File: src/rtl/keccak_arb_pkg.sv
// Shared types and widths for the keccak requester arbiter.
`default_nettype none

package keccak_arb_pkg;

  localparam int WORD_W   = 32;
  localparam int DIGEST_W = 512;
  localparam int BYTES_W  = 2;

  typedef enum logic [2:0] {
    IDLE = 3'd0,
    CLR  = 3'd1,
    FEED = 3'd2,
    WAIT = 3'd3,
    DONE = 3'd4
  } arb_state_e;

endpackage

`default_nettype wire

File: src/rtl/rr_arbiter.sv
// Round-robin lane selector: searches from (last_grant+1) mod NUM_REQ upward.
`default_nettype none

module rr_arbiter #(
  parameter int NUM_REQ = 2
) (
  input  logic [NUM_REQ-1:0]         req,
  input  logic [$clog2(NUM_REQ)-1:0] last_grant,
  output logic [$clog2(NUM_REQ)-1:0] grant,
  output logic                       any_req
);

  localparam int IDX_W = $clog2(NUM_REQ);

  logic found;
  int   idx;

  always_comb begin
    grant = '0;
    found = 1'b0;
    idx   = 0;
    for (int k = 1; k <= NUM_REQ; k++) begin
      idx = int'(last_grant) + k;
      if (idx >= NUM_REQ) idx = idx - NUM_REQ;
      if (!found && req[idx]) begin
        grant = IDX_W'(idx);
        found = 1'b1;
      end
    end
  end

  assign any_req = |req;

endmodule

`default_nettype wire

File: src/rtl/keccak_arbiter.sv
// Shares one keccak core among NUM_REQ message requesters, one whole message at a time.
// Optional KECCAK_ARB_STATS_EN adds a 16-bit completed-message counter output.
`default_nettype none

module keccak_arbiter
  import keccak_arb_pkg::*;
#(
  parameter int NUM_REQ = 2
) (
  input  logic                         clk,
  input  logic                         reset,
  input  logic [NUM_REQ-1:0]           req_valid,
  input  logic [WORD_W*NUM_REQ-1:0]    req_data,
  input  logic [NUM_REQ-1:0]           req_last,
  input  logic [BYTES_W*NUM_REQ-1:0]   req_bytes,
  output logic [NUM_REQ-1:0]           req_ready,
  output logic                         core_reset,
  output logic [WORD_W-1:0]            core_in,
  output logic                         core_in_ready,
  output logic                         core_is_last,
  output logic [BYTES_W-1:0]           core_byte_num,
  input  logic                         core_buffer_full,
  input  logic [DIGEST_W-1:0]          core_out,
  input  logic                         core_out_ready,
  output logic                         dig_valid,
  output logic [DIGEST_W-1:0]          dig_data,
  output logic [$clog2(NUM_REQ)-1:0]   dig_id
`ifdef KECCAK_ARB_STATS_EN
  ,
  output logic [15:0]                  msg_count
`endif
);

  localparam int IDX_W = $clog2(NUM_REQ);

  arb_state_e          state_q, state_d;
  logic [IDX_W-1:0]    grant_q, grant_d;
  logic [IDX_W-1:0]    last_grant_q, last_grant_d;
  logic [DIGEST_W-1:0] dig_data_q;
  logic [IDX_W-1:0]    dig_id_q;
  logic [IDX_W-1:0]    rr_grant;
  logic                any_req;
  logic                accept;

  rr_arbiter #(.NUM_REQ(NUM_REQ)) u_rr (
    .req        (req_valid),
    .last_grant (last_grant_q),
    .grant      (rr_grant),
    .any_req    (any_req)
  );

  assign accept = (state_q == FEED) && req_valid[grant_q] && !core_buffer_full;

  always_ff @(posedge clk or posedge reset) begin
    if (reset) begin
      state_q      <= IDLE;
      grant_q      <= '0;
      last_grant_q <= IDX_W'(NUM_REQ - 1);
    end else begin
      state_q      <= state_d;
      grant_q      <= grant_d;
      last_grant_q <= last_grant_d;
    end
  end

  always_comb begin
    state_d      = state_q;
    grant_d      = grant_q;
    last_grant_d = last_grant_q;
    case (state_q)
      IDLE: if (any_req) begin
        state_d = CLR;
        grant_d = rr_grant;
      end
      CLR:  state_d = FEED;
      FEED: if (accept && req_last[grant_q]) state_d = WAIT;
      WAIT: if (core_out_ready) state_d = DONE;
      DONE: begin
        state_d      = IDLE;
        last_grant_d = grant_q;
      end
      default: state_d = IDLE;
    endcase
  end

  // Lane mux is unconditional; core_in_ready alone qualifies the word.
  always_comb begin
    req_ready               = '0;
    req_ready[grant_q]      = (state_q == FEED) && !core_buffer_full;
    core_in_ready           = accept;
    core_in                 = req_data[int'(grant_q)*WORD_W +: WORD_W];
    core_is_last            = req_last[grant_q];
    core_byte_num           = req_bytes[int'(grant_q)*BYTES_W +: BYTES_W];
    core_reset              = reset || (state_q == CLR);
    dig_valid               = (state_q == DONE);
  end

  always_ff @(posedge clk or posedge reset) begin
    if (reset) begin
      dig_data_q <= '0;
      dig_id_q   <= '0;
    end else if (state_q == WAIT && core_out_ready) begin
      dig_data_q <= core_out;
      dig_id_q   <= grant_q;
    end
  end

  assign dig_data = dig_data_q;
  assign dig_id   = dig_id_q;

`ifdef KECCAK_ARB_STATS_EN
  logic [15:0] msg_count_q;

  always_ff @(posedge clk or posedge reset) begin
    if (reset) begin
      msg_count_q <= '0;
    end else if (state_q == DONE) begin
      msg_count_q <= msg_count_q + 16'd1;
    end
  end

  assign msg_count = msg_count_q;
`endif

endmodule

`default_nettype wire
File: config.mk
export PLATFORM = sky130hd
export DESIGN_NAME = keccak_arbiter
export DESIGN_NICKNAME = d
export VERILOG_FILES = /design/src/rtl/keccak_arb_pkg.sv /design/src/rtl/rr_arbiter.sv /design/src/rtl/keccak_arbiter.sv
export SDC_FILE = /design/constraint.sdc
export NUM_CORES = 1
export LEC_CHECK = 0
export BUFFER_PORTS_ARGS = -buffer_cell sky130_fd_sc_hd__buf_2
export CAP_MARGIN = 15
export CORE_AREA = 2 2 449 451
export DETAILED_ROUTE_END_ITERATION = 10
export DIE_AREA = 0 0 451 453
export MAX_ROUTING_LAYER = met4
export SLEW_MARGIN = 0
export SYNTH_ARGS = -nofsm -noshare
export SYNTH_HDL_FRONTEND = slang
export SYNTH_HIERARCHICAL = 1
export SYNTH_SLANG_ARGS = --single-unit
File: constraint.sdc
create_clock -name clk -period 44 [get_ports clk]
set_clock_uncertainty 0.05 [all_clocks]
set_input_delay 2.2 -clock clk [delete_from_list [all_inputs] [get_ports clk]]
set_output_delay 2.2 -clock clk [all_outputs]
set_load 0.02 [all_outputs]
==> metrics.txt <==
number of placed I/O pins 1141; via count ~15000; average detailed-routed wire length per instance 26.0 microns; P&R area growth vs syn 47.5%; number of enable-type register cells in the synthesized netlist 0; Pleak 15.3 nW; global-route wire length before repair 164000 microns; post-detail-place hpwl 112000 microns; layout cells sized above 1 approximately 77%; FF+latch count, synth about 520; clock sink count 518; total die area 204000 sq um; power per unit of standard cell area ~90 nW/um^2; Total Nets Final 2902; initial core utilization 11.0%; Data required, critical path approximately 44 ns; async set-reset flop share out of synthesis 100%; total nets after synthesis 1740; Avg Inst Size Synth 19.0 sq um; vias per inst approximately 3; number of design rule violations left after detail routing 0; Max Slew Vio Count 0; cell at the root of the clock tree sky130_fd_sc_hd__clkbuf_16; Clock Path Buffers 3; gr ovfl total 0; vias in the first global route between 15000 and 20000; hold violation total from the final report 0; worst setup path class in -> reg; Max H-tree Level 3; clock buffers created by TritonCTS 67; antenna violations before repair 54; CP max FO 120; Horiz. Die Dim between 400 and 500 microns; post-detailed-route count of antenna-violating nets 0; DRC marker count from the first detailed-route iteration between 1000 and 1500; Peak supply drop 0.0000661 V; slew at the pin closest to its max-slew limit 1.12 ns; time the final worst path needs with I/O delays and setup around 5.6 ns; Crit. End Element register; worst min path class reg -> reg; post-synthesis sequential area ratio 59.3%; clock latency on the worst-skew pair slightly below 0.7 ns; number of resized instances in the post-cts repair step 0; total number of yosys warnings 6; # Max-Cap Violations 0; status complete, no violations; Filler Cells Inserted 22000; number of distinct library cell variants in the gate-level netlist after synthesis 27; CTS tree built; Total Neg Setup Slack 0 ns; crit path launch type primary input; Core Footprint 199000 sq um; count of standard-cell rows roughly 160; final count of negative-setup-slack endpoints 0; number of buffers added on ports ~1100; cell area after synthesis 21800 sq um; Max transition margin 25.3%; post-CTS clock slew at the launch and capture registers of the worst setup and hold paths 0.05 ns; Synth Instances 1152; Routed WL roughly 130000 microns; maximum operating frequency 179 MHz; data arrival time of the critical path 6.08 ns; final RePlAce weighted congestion ~1.1; top_reg_cell synth sky130_fd_sc_hd__dfrtp_1; GRT Util Overall 12.6%; unrepaired setup endpoints after global routing false; final worst-path cycle share 12.7%; Hold Buf Count CTS 0; die extent in y between 400 and 500 microns; number of detailed-route iterations in the first pass 5; post-layout utilization of the core 16.2%; largest net degree at the start of global routing 157; Post CTS Setup Buffer Count 0
==> power breakdown <==
| group | internal (mW) | switching (mW) |
|---|---|---|
| combinational | 0.563 | 0.821 |
| sequential | 0.723 | 0.190 |
| clock | 0.316 | 0.238 |
==> worst max-delay path, cell delays in order <==
cell,delay (ns)
sky130_fd_sc_hd__buf_2,0.09
sky130_fd_sc_hd__and3_1,0.17
sky130_fd_sc_hd__nor2b_4,0.39
sky130_fd_sc_hd__buf_4,0.93
sky130_fd_sc_hd__buf_4,0.87
sky130_fd_sc_hd__buf_12,0.68
sky130_fd_sc_hd__mux2_4,0.36
==> flip-flops by register name, indices dropped and copies added, names as in the netlist <==
signal        cells
last_grant_q      1
dig_id            1
dig_data        512
state_q           3
grant_q           1
==> placed cells by master (no fill, tap or decap), drive strengths merged, types with 2 or more instances in the layout <==
master    instances
clkinvlp          5
diode             7
clkinv           13
inv               8
dfrtp           517
and2              2
clkbuf           98
mux2            550
buf            1155
nor2              3
==> cell usage after synthesis, drive strengths merged, types with 2 or more instances <==
| master | count | area (sq um) |
|---|---|---|
| dfrtp | 517 | 12900 |
| nor2 | 3 | 11.3 |
| buf | 58 | 1030 |
| inv | 3 | 11.3 |
| and2 | 2 | 12.5 |
| mux2 | 550 | 7690 |
| clkbuf | 4 | 15.0 |
==> layout make-up <==
type	instances	area [sq um]	share of cell area, %
flip-flops and latches	518	13000	40.2
multi-input cells	569	7830	24.3
repair buffers	1155	5860	18.2
well taps	2656	3320	10.3
clock buffers	98	1920	5.97
clock inverters	24	289	0.897
inverters	3	18.8	0.0583
diodes	7	17.5	0.0544
==> stage by stage <==
stage               cell area [sq um]  worst slack [ns]  total power, mW  hold WS [ns]  cells
floorplan                       21800             26.60             1.69         0.486   1152
global placement                30000             37.85             2.31         0.437   4901
detailed placement              30000             37.79             2.32         0.438   4901
CTS                             32200             38.51             2.90         0.453   5023
global route                    32200             38.32             2.99         0.460   5029
finish                          32200             38.41             2.85         0.448   5030
==> worst paths after layout <==
check	startpoint	end	slack (ns)	depth (start not counted)
setup / recovery	core_out_ready	dig_data[478]	38.41	7
hold / removal	dig_data[184]	dig_data[184]	0.45	1
setup reg to reg	state_q[1]	dig_data[478]	39.51	6
hold reg to reg	dig_data[184]	dig_data[184]	0.45	1
max in group asynchronous	reset	dig_data[239]	39.06	6
min in group asynchronous	reset	dig_data[394]	1.49	2
==> layer usage <==
layer,GRT usage (%),vias to the layer above,wire length (microns)
li1,-,6423,-
met3,6.69,214,16200
met5,-,-,0
met2,19.2,797,60100
met1,13.9,7890,49200
met4,4.81,0,5080
==> cells by family (layout without fill, tap and decap cells) <==
| group | after synthesis | after routing | synth area share (%) |
|---|---|---|---|
| buffers and inverters | 65 | 1280 | 4.82 |
| muxes | 551 | 551 | 35.3 |
| other | 0 | 7 | 0 |
| and+or+nand+nor | 14 | 14 | 0.430 |
| DFF | 518 | 518 | 59.3 |
| AOI/OAI and AO/OA | 4 | 4 | 0.132 |
Note: power is estimated with default switching activity, not from simulation.
